[config.mk]
export PLATFORM = sky130hd
export DESIGN_NAME = delay_initiator_flat
export DESIGN_NICKNAME = d
export VERILOG_FILES = /design/src/rtl/delay_initiator_pkg.sv /design/src/rtl/delay_initiator_if.sv /design/src/rtl/delay_initiator_req_fifo.sv /design/src/rtl/delay_initiator.sv /design/src/flat_wrapper.sv
export SDC_FILE = /design/constraint.sdc
export NUM_CORES = 1
export LEC_CHECK = 0
export ABC_AREA = 1
export BUFFER_PORTS_ARGS = -buffer_cell sky130_fd_sc_hd__buf_2
export CORE_MARGIN = 5
export CORE_UTILIZATION = 53
export DETAILED_ROUTE_END_ITERATION = 8
export PLACE_DENSITY = 0.76
export SLEW_MARGIN = 25
export SYNTH_ARGS = -nofsm -noshare
export SYNTH_HDL_FRONTEND = slang
export SYNTH_SLANG_ARGS = --single-unit
[constraint.sdc]
create_clock -name clk -period 2.7 [get_ports clk]
set_input_delay 0 -clock clk [delete_from_list [all_inputs] [get_ports clk]]
set_output_delay 0 -clock clk [all_outputs]
set_load 0.02 [all_outputs]
[src/rtl/delay_initiator_pkg.sv]
// Shared types and constants for the delay-counter requester: state encoding,
// default data width and the all-ones pattern that marks a finished count.
package delay_pkg;

    localparam int DW_DEF = 32;

    typedef enum logic [2:0] {
        IDLE  = 3'd0,
        LOAD  = 3'd1,
        RUN   = 3'd2,
        CHECK = 3'd3,
        HALT  = 3'd4
    } dinit_state_t;

    localparam logic [DW_DEF-1:0] DONE_ALL_ONES = '1;

endpackage

[src/rtl/delay_initiator_if.sv]
// Bundle of the request queue, delay-counter and response signals of the
// delay requester. The slave modport is the requester, the master its environment.
interface delay_initiator_if #(
    parameter int DW = 32
);
    // Requests transfer on a rising edge when req_valid && req_ready; req_delay
    // must hold while req_valid is high. rsp_valid is a 1-cycle pulse, no back-pressure.
    logic          req_valid;
    logic          req_ready;
    logic [DW-1:0] req_delay;
    logic          dly_start;
    logic [DW-1:0] dly_value;
    logic [DW-1:0] dly_done;
    logic          rsp_valid;
    logic          rsp_err;

    modport master (
        output req_valid, req_delay, dly_done,
        input  req_ready, dly_start, dly_value, rsp_valid, rsp_err
    );

    modport slave (
        input  req_valid, req_delay, dly_done,
        output req_ready, dly_start, dly_value, rsp_valid, rsp_err
    );

endinterface

[src/rtl/delay_initiator_req_fifo.sv]
// Synchronous request buffer, DW bits by DEPTH entries, with full/empty flags.
// DEPTH must be a power of two; pointers carry one extra wrap bit.
module delay_req_fifo #(
    parameter int DW    = 32,
    parameter int DEPTH = 4
) (
    input  logic          clk,
    input  logic          rst,
    input  logic          push_i,
    input  logic [DW-1:0] din_i,
    input  logic          pop_i,
    output logic [DW-1:0] dout_o,
    output logic          full_o,
    output logic          empty_o
);

    localparam int AW = $clog2(DEPTH);

    logic [DW-1:0] mem_q [DEPTH];
    logic [AW:0]   wr_ptr_q;
    logic [AW:0]   rd_ptr_q;
    logic          do_push;
    logic          do_pop;

    assign do_push = push_i && !full_o;
    assign do_pop  = pop_i && !empty_o;

    always_ff @(posedge clk or posedge rst) begin
        if (rst) begin
            wr_ptr_q <= '0;
            rd_ptr_q <= '0;
        end else begin
            if (do_push) wr_ptr_q <= wr_ptr_q + (AW+1)'(1);
            if (do_pop)  rd_ptr_q <= rd_ptr_q + (AW+1)'(1);
        end
    end

    // Storage needs no reset: an entry is only read after it was written.
    always_ff @(posedge clk) begin
        if (do_push) mem_q[wr_ptr_q[AW-1:0]] <= din_i;
    end

    assign dout_o  = mem_q[rd_ptr_q[AW-1:0]];
    assign empty_o = (wr_ptr_q == rd_ptr_q);
    assign full_o  = (wr_ptr_q[AW] != rd_ptr_q[AW]) &&
                     (wr_ptr_q[AW-1:0] == rd_ptr_q[AW-1:0]);

endmodule

[src/rtl/delay_initiator.sv]
// Requester for a reset-less delay counter: holds dly_start for value+1 cycles,
// checks dly_done for early and final completion, returns one pass/fail per request.
module delay_initiator
    import delay_pkg::*;
#(
    parameter int DW          = DW_DEF,
    parameter int FIFO_DEPTH  = 4,
    parameter bit STOP_ON_ERR = 1'b0
) (
    input  logic               clk,
    input  logic               rst,
    delay_initiator_if.slave   bus,
    output logic               busy_o,
    output logic [7:0]         err_count_o,
    output dinit_state_t       state_o
);

    dinit_state_t  state_q, state_d;
    logic [DW-1:0] cnt_q, cnt_d;
    logic [DW-1:0] value_q, value_d;
    logic          start_q, start_d;
    logic          sticky_q, sticky_d;
    logic          rsp_valid_q, rsp_valid_d;
    logic          rsp_err_q, rsp_err_d;
    logic [7:0]    err_cnt_q, err_cnt_d;

    logic          fifo_full;
    logic          fifo_empty;
    logic [DW-1:0] fifo_head;
    logic          check_fail;

    delay_req_fifo #(.DW(DW), .DEPTH(FIFO_DEPTH)) u_fifo (
        .clk     (clk),
        .rst     (rst),
        .push_i  (bus.req_valid && bus.req_ready),
        .din_i   (bus.req_delay),
        .pop_i   (state_q == LOAD),
        .dout_o  (fifo_head),
        .full_o  (fifo_full),
        .empty_o (fifo_empty)
    );

    assign check_fail = sticky_q || (bus.dly_done != DONE_ALL_ONES[DW-1:0]);

    always_comb begin
        state_d     = state_q;
        cnt_d       = cnt_q;
        value_d     = value_q;
        start_d     = start_q;
        sticky_d    = sticky_q;
        rsp_valid_d = 1'b0;
        rsp_err_d   = 1'b0;
        err_cnt_d   = err_cnt_q;
        case (state_q)
            IDLE: begin
                if (!fifo_empty) state_d = LOAD;
            end
            LOAD: begin
                value_d  = fifo_head;
                start_d  = 1'b1;
                cnt_d    = '0;
                sticky_d = 1'b0;
                state_d  = RUN;
            end
            RUN: begin
                // cnt==0 sees the done value left from before start rose.
                if (cnt_q != '0 && bus.dly_done != '0) sticky_d = 1'b1;
                if (cnt_q == value_q) begin
                    start_d = 1'b0;
                    state_d = CHECK;
                end else begin
                    cnt_d = cnt_q + DW'(1);
                end
            end
            CHECK: begin
                rsp_valid_d = 1'b1;
                rsp_err_d   = check_fail;
                if (check_fail && err_cnt_q != 8'hFF) err_cnt_d = err_cnt_q + 8'd1;
                state_d = (check_fail && STOP_ON_ERR) ? HALT : IDLE;
            end
            HALT: begin
                start_d = 1'b0;
            end
            default: state_d = IDLE;
        endcase
    end

    always_ff @(posedge clk or posedge rst) begin
        if (rst) begin
            state_q     <= IDLE;
            cnt_q       <= '0;
            value_q     <= '0;
            start_q     <= 1'b0;
            sticky_q    <= 1'b0;
            rsp_valid_q <= 1'b0;
            rsp_err_q   <= 1'b0;
            err_cnt_q   <= '0;
        end else begin
            state_q     <= state_d;
            cnt_q       <= cnt_d;
            value_q     <= value_d;
            start_q     <= start_d;
            sticky_q    <= sticky_d;
            rsp_valid_q <= rsp_valid_d;
            rsp_err_q   <= rsp_err_d;
            err_cnt_q   <= err_cnt_d;
        end
    end

    assign bus.req_ready = !fifo_full && (state_q != HALT);
    assign bus.dly_start = start_q;
    assign bus.dly_value = value_q;
    assign bus.rsp_valid = rsp_valid_q;
    assign bus.rsp_err   = rsp_err_q;
    assign busy_o        = (state_q != IDLE) || !fifo_empty;
    assign err_count_o   = err_cnt_q;
    assign state_o       = state_q;

endmodule
[src/flat_wrapper.sv]
// flat-port wrapper written by rule: the top's interface ports become plain ports
module delay_initiator_flat import delay_pkg::*;
#(
    parameter int DW          = DW_DEF,
    parameter int FIFO_DEPTH  = 4,
    parameter bit STOP_ON_ERR = 1'b0
)
  (clk, rst, busy_o, err_count_o, state_o, bus_req_valid, bus_req_delay, bus_dly_done, bus_req_ready, bus_dly_start, bus_dly_value, bus_rsp_valid, bus_rsp_err);
  delay_initiator_if #(.DW(DW)) bus_i ();
  input  logic clk;
  input  logic rst;
  output logic busy_o;
  output logic [7:0] err_count_o;
  output dinit_state_t state_o;
  input wire logic [$bits(bus_i.req_valid)-1:0] bus_req_valid;
  input wire logic [$bits(bus_i.req_delay)-1:0] bus_req_delay;
  input wire logic [$bits(bus_i.dly_done)-1:0] bus_dly_done;
  output wire logic [$bits(bus_i.req_ready)-1:0] bus_req_ready;
  output wire logic [$bits(bus_i.dly_start)-1:0] bus_dly_start;
  output wire logic [$bits(bus_i.dly_value)-1:0] bus_dly_value;
  output wire logic [$bits(bus_i.rsp_valid)-1:0] bus_rsp_valid;
  output wire logic [$bits(bus_i.rsp_err)-1:0] bus_rsp_err;
  assign bus_i.req_valid = bus_req_valid;
  assign bus_i.req_delay = bus_req_delay;
  assign bus_i.dly_done = bus_dly_done;
  assign bus_req_ready = bus_i.req_ready;
  assign bus_dly_start = bus_i.dly_start;
  assign bus_dly_value = bus_i.dly_value;
  assign bus_rsp_valid = bus_i.rsp_valid;
  assign bus_rsp_err = bus_i.rsp_err;
  delay_initiator #(.DW(DW), .FIFO_DEPTH(FIFO_DEPTH), .STOP_ON_ERR(STOP_ON_ERR)) u_core (.clk(clk), .rst(rst), .bus(bus_i), .busy_o(busy_o), .err_count_o(err_count_o), .state_o(state_o));
endmodule
======== After elaboration in Yosys (flattened, before gate mapping) ========
Memories as Yosys holds them, arrays and structs flattened. A register that Yosys moved wholly into a read port is not among the register bits.
Index checks and enable logic that the tools add are counted.
word-level totals
  bits in latches ......................... 0
  RAM bits ................................ 128
  output and inout bits ................... 48
  input port bits ......................... 67
  memories kept ........................... 1
  memory bits (read-only) ................. 0
  register bits ........................... 53
  word-level logic and storage cells ...... 65
cells by class
  $add $sub $neg .......................... 4
  equality and inequality tests ........... 15
  shift-type cells ........................ 0
  bitwise logic cells ..................... 1
  $mul .................................... 0
  reduce and logical (&&, ||, !) cells .... 22
  div/mod/pow operators ................... 0
  magnitude comparators ................... 0
  muxes and demuxes ....................... 13
memories
  name                 words  bits a word  rd ports  clocked after Yosys merged registers in  wr ports  line                            source
  u_core.u_fifo.mem_q  4      32           1         1                                        1         delay_initiator_req_fifo.sv:19  logic [DW-1:0] mem_q [DEPTH];
operators with widths
  operator               count
  $pmux 32 s2            1
  $reduce_bool 32->1     2
  $add 32x1->32 const B  1
  $eq 32x32->1           1
  $mux 32                1
  $ne 32x32->1 const B   1
  $pmux 3 s4             1
  $add 8x1->8 const B    1
  $ne 8x8->1 const B     1
  $reduce_and 2->1       4
  $logic_and 1x1->1      7
  $add 3x1->3 const B    2
  $eq 3x2->1 const B     2
  $mux 1                 6
  $mux 3                 2
  $reduce_bool 3->1      2
  $ne 2x1->1 const B     2
  $ne 2x2->1 const B     2
  $eq 3x1->1 const B     1
  $eq 3x3->1             1
  $eq 3x3->1 const B     1
  $logic_not 3->1        1
  $ne 3x3->1 const B     1
  $pmux 1 s3             1
  other kinds (8)        10

======== Logic depth before layout (Yosys ltp) ========
Gate-level depths: netlist of the first run.
  word-level depth ........................ 8
  mapped depth ............................ 14
  gate-level depth less buffers ........... 12

======== By module ========
From an unflattened synthesis of the first run, not the netlist that was laid out.
unflattened totals
  cell total of the unflattened synthesis .. 1,007
  area, all modules ....................... 9,994.6 µm²
by module, submodules not included
  module           seq. area each (µm²)  area an instance (µm²)  instances  cells an instance
  delay_req_fifo   3,993.8               5,173.7                 1          371
  delay_initiator  1,951.9               4,820.9                 1          636

======== Least setup slack after synthesis of the first run ========
No wires, ideal clock.
  path kind ............................... register to register
  start ................................... reg u_core.u_fifo.rd_ptr_q[1]
  end ..................................... mem u_core.u_fifo.mem_q[3][0] (enable)
  setup time .............................. 0.424 ns
  stages on the path, launching flop included .. 6
  arrival ................................. 2.526 ns
  slack ................................... -0.250 ns
  required time ........................... 2.276 ns
  clock period less this slack ............ 2.950 ns
  buffers on the path ..................... 1
  path through ............................ dfrtp_1 buf_2 xnor2_1 nand3b_1 nand2_1 nor2_1
between the ends
  word-level cells in the longest chain between the ends .. 8
ends and longest elaborated chain
  item                          line                            source
  start, declared               delay_initiator_req_fifo.sv:21  logic [AW:0] rd_ptr_q;
  start signal, assigned        delay_initiator_req_fifo.sv:34  if (do_pop) rd_ptr_q <= rd_ptr_q + (AW+1)'(1);
  $eq 2x2->1                    delay_initiator_req_fifo.sv:46  (wr_ptr_q[AW-1:0] == rd_ptr_q[AW-1:0]);
  $logic_and 1x1->1             delay_initiator_req_fifo.sv:45  assign full_o = (wr_ptr_q[AW] != rd_ptr_q[AW]) &&
  $logic_not 1->1               delay_initiator.sv:110          assign bus.req_ready = !fifo_full && (state_q != HALT);
  $logic_and 1x1->1             delay_initiator.sv:110
  via bus_req_ready             flat_wrapper.sv:18              output wire logic [$bits(bus_i.req_ready)-1:0] bus_req_ready;
  $logic_and 1x1->1             delay_initiator.sv:35           .push_i (bus.req_valid && bus.req_ready),
  $logic_and 1x1->1             delay_initiator_req_fifo.sv:25  assign do_push = push_i && !full_o;
  $mux 1                        delay_initiator_req_fifo.sv:40  if (do_push) mem_q[wr_ptr_q[AW-1:0]] <= din_i;
  $mux 1 (implied by the code)  delay_initiator_req_fifo.sv:40
  end, declared                 delay_initiator_req_fifo.sv:19
The timed path passes the listed nets, and every way through them passes these cells.

======== Worst setup path after layout of the first run ========
  start ................................... in bus_dly_done[21]
  end ..................................... reg u_core.err_cnt_q[0] (netlist: u_core.err_count_o[0])
between the ends
  word-level cells in the longest chain between the ends .. 4
ends and longest elaborated chain
  item                        line                    source
  start, declared             flat_wrapper.sv:17      input wire logic [$bits(bus_i.dly_done)-1:0] bus_dly_done;
  $ne 32x32->1                delay_initiator.sv:43   assign check_fail = sticky_q || (bus.dly_done != DONE_ALL_ONES[DW-1:0]);
  $logic_or 1x1->1            delay_initiator.sv:43
  $logic_and 1x1->1           delay_initiator.sv:78   if (check_fail && err_cnt_q != 8'hFF) err_cnt_d = err_cnt_q + 8'd1;
  $reduce_and 2->1 (no line)  n/a
  end signal, assigned        delay_initiator.sv:106  err_cnt_q <= err_cnt_d;
  end, declared               delay_initiator.sv:25   logic [7:0] err_cnt_q, err_cnt_d;
Every way passes these cells.
A chain may end at the register's enable or synchronous reset.

==> results of run 1 <==
[routing by layer]
metal / up-vias / wire length [µm]
li1: 3813 / -
met1: 3623 / 10400
met2: 239 / 11600
met3: 45 / 1550
met4: 0 / 472
met5: - / 0
[cells in the mapped netlist (all sizes together)]
cell / n
clkinv: 1
a31oi: 21
nor3: 17
nand3b: 2
xor2: 19
or2: 1
inv: 71
ha: 13
a21oi: 5
nand3: 60
nor2: 193
clkbuf: 33
nand4: 18
dfrtp: 84
o21ai: 87
nand2: 224
xnor2: 30
nor4: 13
edfxtp: 128
o22ai: 11
buf: 20
conb: 1
[repair_timing]
action	4_1_cts	5_1_grt
resized for setup	0	1
endpoints found under the hold margin	170	0
endpoints found under the setup margin	0	1
hold buffers	45	0
[stage by stage]
| stage | setup TNS [ns] | utilization | cell area [µm²] | hold slack, ns | cells |
|---|---|---|---|---|---|
| after floorplan | -19.99 | - | 9970 | 0.0989 | 1052 |
| after global routing | -0.0155 | 0.640 | 11900 | 0.0989 | 1448 |
| after global placement | 0 | 0.579 | 10800 | 0.148 | 1362 |
| final | 0 | 0.640 | 11900 | 0.0648 | 1448 |
| after CTS | 0 | 0.640 | 11900 | 0.0498 | 1448 |
| after detailed placement | 0 | 0.579 | 10800 | 0.143 | 1362 |
[registers in the layout, indices dropped and copies added, names as in the netlist]
register                cells
u_core.err_count_o          8
u_core.u_fifo.rd_ptr_q      3
u_core.u_fifo.wr_ptr_q      3
u_core.bus.dly_start        1
u_core.bus.dly_value       32
u_core.state_o              2
u_core.bus.rsp_valid        1
u_core.u_fifo.mem_q       128
u_core.cnt_q               32
u_core.bus.rsp_err          1
u_core.sticky_q             1
[cell type report]
type	count	area, µm²	share of cell area
clock inverter	14	87.6	0.00736
clock buffer	27	591	0.0496
inverter	72	272	0.0228
sequential	212	5950	0.500
timing repair buffer	174	1170	0.0987
multi-input combinational	715	3530	0.297
tap	234	293	0.0246
[worst paths after layout]
kind / slack (ns) / endpoint / from / depth (start not counted)
hold reg to reg: 0.47 / u_core.sticky_q / u_core.sticky_q / 2
max in group asynchronous: 1.84 / u_core.bus.dly_value[27] / rst / 4
min in group asynchronous: 0.16 / u_core.u_fifo.wr_ptr_q[1] / rst / 3
hold / removal: 0.06 / u_core.u_fifo.wr_ptr_q[0] / bus_req_valid / 3
setup reg to reg: 0.53 / u_core.cnt_q[12] / u_core.cnt_q[2] / 12
setup / recovery: 0.12 / u_core.err_count_o[0] / bus_dly_done[21] / 12
[logic make-up (layout without fill, tap and decap cells)]
group | after synthesis | in the layout | synth area share
buf+inv | 125 | 287 | 0.0516
simple gates | 528 | 528 | 0.226
xor+xnor | 49 | 49 | 0.0431
other cells | 1 | 1 | 0.000376
fa+ha+maj | 13 | 13 | 0.0163
compound gates | 124 | 124 | 0.0663
flops | 212 | 212 | 0.597
[where the power goes]
group / total, µW / switching, µW / internal (µW)
Clock: 2790 / 1220 / 1570
Combinational: 744 / 513 / 230
Sequential: 4000 / 105 / 3900
[worst register-to-register path, stage by stage, from the launching register on]
cell     delay [ns]
dfrtp_1        0.47
inv_1          0.15
nand2_1        0.07
nand2_1        0.05
nand2_1        0.05
nor2_1         0.11
nand2_1        0.08
nor2_2         0.18
nand2_4        0.12
nand2_4        0.36
nand2_4        0.25
nand2_1        0.12
nand2_1        0.05
==> flow_summary.json, run 1 <==
{
  "finalCritPeriodShare": 0.956,
  "fmax_ghz": 0.387,
  "num_antenna_cells": 0,
  "grt_pass1_vias": 7647,
  "antenna_found_initial": 0,
  "final_cell_mix": "219 x nand2_1, 184 x nor2_1, 128 x edfxtp_1",
  "globalplace.congestion": 0.964,
  "rows": 50,
  "routed_wl_um": 24000,
  "syn_area_mm2": 0.00996,
  "die_y_um": 147,
  "place_hpwl_um": 15800,
  "dp_slack_ns": 0.558,
  "holdCritPathClass": "input pin to register",
  "htree_levels": 1,
  "max_cap_violations": 0,
  "p_leak_uw": 0.00493,
  "grt_max_degree": 67,
  "numPortBuffers": 113,
  "path_cells": "dlygate4sd3_1, buf_2, nand2_1, dlygate4sd3_1, nor4_1, dlygate4sd3_1, nand3_1, dlygate4sd3_1, nand2_1, inv_1, nand3_1, nand2_1",
  "clockBufferDepth": 3,
  "vias_per_cell": 5.33,
  "synth_cell_types": 33,
  "drtIter0Drc": 608,
  "die_area_mm2": 0.0216,
  "setup_viol": 0,
  "cts_tree": "built",
  "yosys_register_bits": 212,
  "globalRoute.busiestLayer": "met2",
  "cp_max_fo": 2,
  "min_period_ns": 2.58,
  "timing.final.hold_violations": 0,
  "critPathMostFrequentCell": "dlygate4sd3_1",
  "syn_nets": 1132,
  "worst-path-buf-inv": 6,
  "setup_ws_ns": 0.118,
  "io_pins": 115,
  "met3_usage": 0.0355,
  "end_kind": "register",
  "synthTopCellsByArea": "edfxtp_1 39%, dfrtp_1 21%, nand2_1 8.2%",
  "peakVddDrop_uv": 664,
  "dieWidth_um": 147,
  "grt_pass1_wl_um": 39300,
  "coreArea_mm2": 0.0186,
  "area_growth_pct": 19.4,
  "slew_headroom": 0.504,
  "grt_overflow_total": 0,
  "clk_pin_slew_worst_paths_ns": 0.06,
  "initial_core_util": 0.536,
  "cp_data_required_time_ns": 3.09,
  "p_per_area_mw_per_mm2": 633,
  "ant_nets": 0,
  "track_usage": 0.223,
  "drc": 0,
  "vias": 7720,
  "use_met1": 0.305,
  "yosys.area.top_type": "edfxtp_1",
  "wl_per_cell_um": 16.6,
  "tightest_slew_ns": 0.744,
  "syn_inst": 1052,
  "final_common_cell": "nand2_1",
  "finClkSkew_ns": 0.00967,
  "avgSynthCellArea_um2": 9.47,
  "worstSetupPathType": "input pin to register",
  "fillerInstances": 1454,
  "cp_top_family": "buffers and inverters",
  "clk_latency_ns": 0.49,
  "fin_nets": 1278,
  "cts.sinks": 212,
  "cp_slowest_cell": "dlygate4sd3_1",
  "maxSlewViolCount": 0,
  "status": "complete, no violations",
  "cp-start-kind": "input pin",
  "cts_made_buffers": 23,
  "post-cts-setup-buffers": 0,
  "cp_data_arrival_time_ns": 2.97,
  "drtPass1Iterations": 5,
  "grt_use_met2": 0.375,
  "drive_gt1_frac": 0.161,
  "slowest_delay_ns": 0.60,
  "ys_seq_area_frac": 0.597,
  "synth_top_area_frac": 0.386,
  "root_buffer": "clkbuf_16",
  "power.total_uw": 7530,
  "synth_warnings": 0
}
Power figures use the tool's default switching activity.
==> run 2: changes to the inputs <==
- CORE_ASPECT_RATIO: not set -> 0.9
==> run 2 against run 1 <==
  * Worst hold slack worse by 0.070 ns
  * Total power is 6.2% higher
  * Die area hardly changed
  * Largest cell class unchanged
  * Global-route usage is 0.36 points higher
  * Clock power is 16% higher
  * Cell area is 1.0% higher
  * Final cell count is 0.62% higher
  * Critical path depth is 1 lower
  * The flow now finishes with violations (negative hold slack)
==> flow_summary.json, run 2 (synthesis gave the netlist of run 1 again) <==
{
  "io_pins": 115,
  "coreArea_mm2": 0.0185,
  "fin_nets": 1275,
  "numPortBuffers": 113,
  "routed_wl_um": 24800,
  "peakVddDrop_uv": 715,
  "dp_slack_ns": 0.626,
  "finClkSkew_ns": 0.0135,
  "largest_reg_flops": 128,
  "rows": 47,
  "min_from": "bus_dly_done[17]",
  "holdCritPathClass": "input pin to register",
  "wl_per_cell_um": 17.0,
  "drtPass1Iterations": 5,
  "min_period_ns": 2.51,
  "power.total_uw": 8000,
  "seq_area_mm2": 0.00595,
  "slew_headroom": 0.530,
  "fmax_ghz": 0.399,
  "dpl.cell_count": 1372,
  "end_kind": "register",
  "post-cts-setup-buffers": 0,
  "timing.final.hold_violations": 1,
  "die_area_mm2": 0.0216,
  "tightest_slew_ns": 0.705,
  "fillerInstances": 1437,
  "setup_ws_ns": 0.193,
  "setup_viol": 0,
  "cp_max_fo": 2,
  "grt_pass1_wl_um": 40000,
  "globalplace.congestion": 0.988,
  "initial_core_util": 0.540,
  "cp-start-kind": "input pin",
  "vias": 7923,
  "finalCritPeriodShare": 0.928,
  "drc": 0,
  "cts_tree": "built",
  "ant_nets": 0,
  "reg2regPathDepth": 5,
  "rr_startpoint": "u_core.u_fifo.rd_ptr_q[2]",
  "stdcell_count": 1457,
  "p_leak_uw": 0.00499,
  "root_buffer": "clkbuf_16",
  "antenna_found_initial": 0,
  "area_growth_pct": 20.6,
  "track_usage": 0.227,
  "cp_data_required_time_ns": 3.10,
  "startpoint": "bus_dly_done[7]",
  "holdWs_ns": -0.00512,
  "final_common_cell": "nand2_1",
  "drive_gt1_frac": 0.165,
  "multi_input_area_mm2": 0.00354,
  "p_per_area_mw_per_mm2": 666,
  "clk_latency_ns": 0.52,
  "cts.sinks": 212,
  "rsz0062_at_grt": "false",
  "status": "finished, violations left",
  "max_cap_violations": 0,
  "grt_overflow_total": 0,
  "maxSlewViolCount": 0,
  "grt_pass1_vias": 7681,
  "violations": "negative hold slack",
  "place_hpwl_um": 15700,
  "drtIter0Drc": 647,
  "die_y_um": 140,
  "cp_data_arrival_time_ns": 2.91,
  "dieWidth_um": 155,
  "final_cell_mix": "219 x nand2_1, 184 x nor2_1, 128 x edfxtp_1",
  "htree_levels": 1,
  "num_antenna_cells": 0,
  "vias_per_cell": 5.44,
  "clk_pin_slew_worst_paths_ns": 0.06,
  "clockBufferDepth": 3,
  "cts_made_buffers": 23,
  "grt_max_degree": 66,
  "worstSetupPathType": "input pin to register",
  "whs_path_depth": 6
}
run 2: cell count changes in the layout (fill, tap and decap cells not counted), moves of 2 or more:
cell	change
clkinv_2	+2
dlygate4sd3_1	-2
clkinv_4	-2
clkbuf_8	+3
bufinv_16	+3
buf_4	-3
buf_12	+2
clkinv_1	-5
run 2: stage by stage:
| step | TNS (ns) | instance area [µm²] | util |
|---|---|---|---|
| 4_1_cts | 0 | 12000 | 0.652 |
| 2_1_floorplan | -19.99 | 9970 | - |
| 6_report | 0 | 12000 | 0.651 |
| 5_1_grt | 0 | 12000 | 0.651 |
| 3_3_place_gp | 0 | 10800 | 0.585 |
| 3_5_place_dp | 0 | 10800 | 0.585 |
run 2: final timing paths:
| kind | endpoint | slack, ns |
|---|---|---|
| setup / recovery | u_core.sticky_q | 0.19 |
| hold reg to reg | u_core.u_fifo.wr_ptr_q[2] | 0.49 |
| max in group asynchronous | u_core.bus.dly_value[29] | 1.87 |
| setup reg to reg | u_core.u_fifo.mem_q[0][30] | 0.62 |
| min in group asynchronous | u_core.sticky_q | 0.12 |
| hold / removal | u_core.bus.rsp_err | -0.005 |
run 2: cell type report:
type / count / area share
inverter: 72 / 0.0226
timing repair buffer: 171 / 0.0974
sequential: 212 / 0.495
tap: 245 / 0.0255
multi-input combinational: 715 / 0.294
clock inverter: 11 / 0.0123
clock buffer: 31 / 0.0529
run 2: critical path, cell delays in order:
cell and delay (ns):
dlygate4sd3_1 0.53, buf_2 0.13, nor4_1 0.20, dlygate4sd3_1 0.60
nand2_1 0.05, dlygate4sd3_1 0.57, nor2_1 0.10, dlygate4sd3_1 0.55
nand2_1 0.06, nand3_1 0.07, nand2_1 0.05
run 2: power by group:
group | switching (µW) | internal [µW]
sequential | 94.6 | 3900
combinational | 542 | 237
clock | 1280 | 1950
total | 1910 | 6090
run 2: per-layer routing:
metal  vias to the layer above  GRT usage  part of all wire
li1                       3808          -                 -
met1                      3764      0.308              0.43
met2                       302      0.383              0.48
met3                        49     0.0392             0.065
met4                         0     0.0548             0.024
met5                         -          0                 0
run 2: repair_timing:
action / 4_1_cts / 5_1_grt
hold buffers: 45 / 0
hold endpoints to repair: 162 / 0
gates resized for setup: 0 / 1
endpoints found under the setup margin: 0 / 2
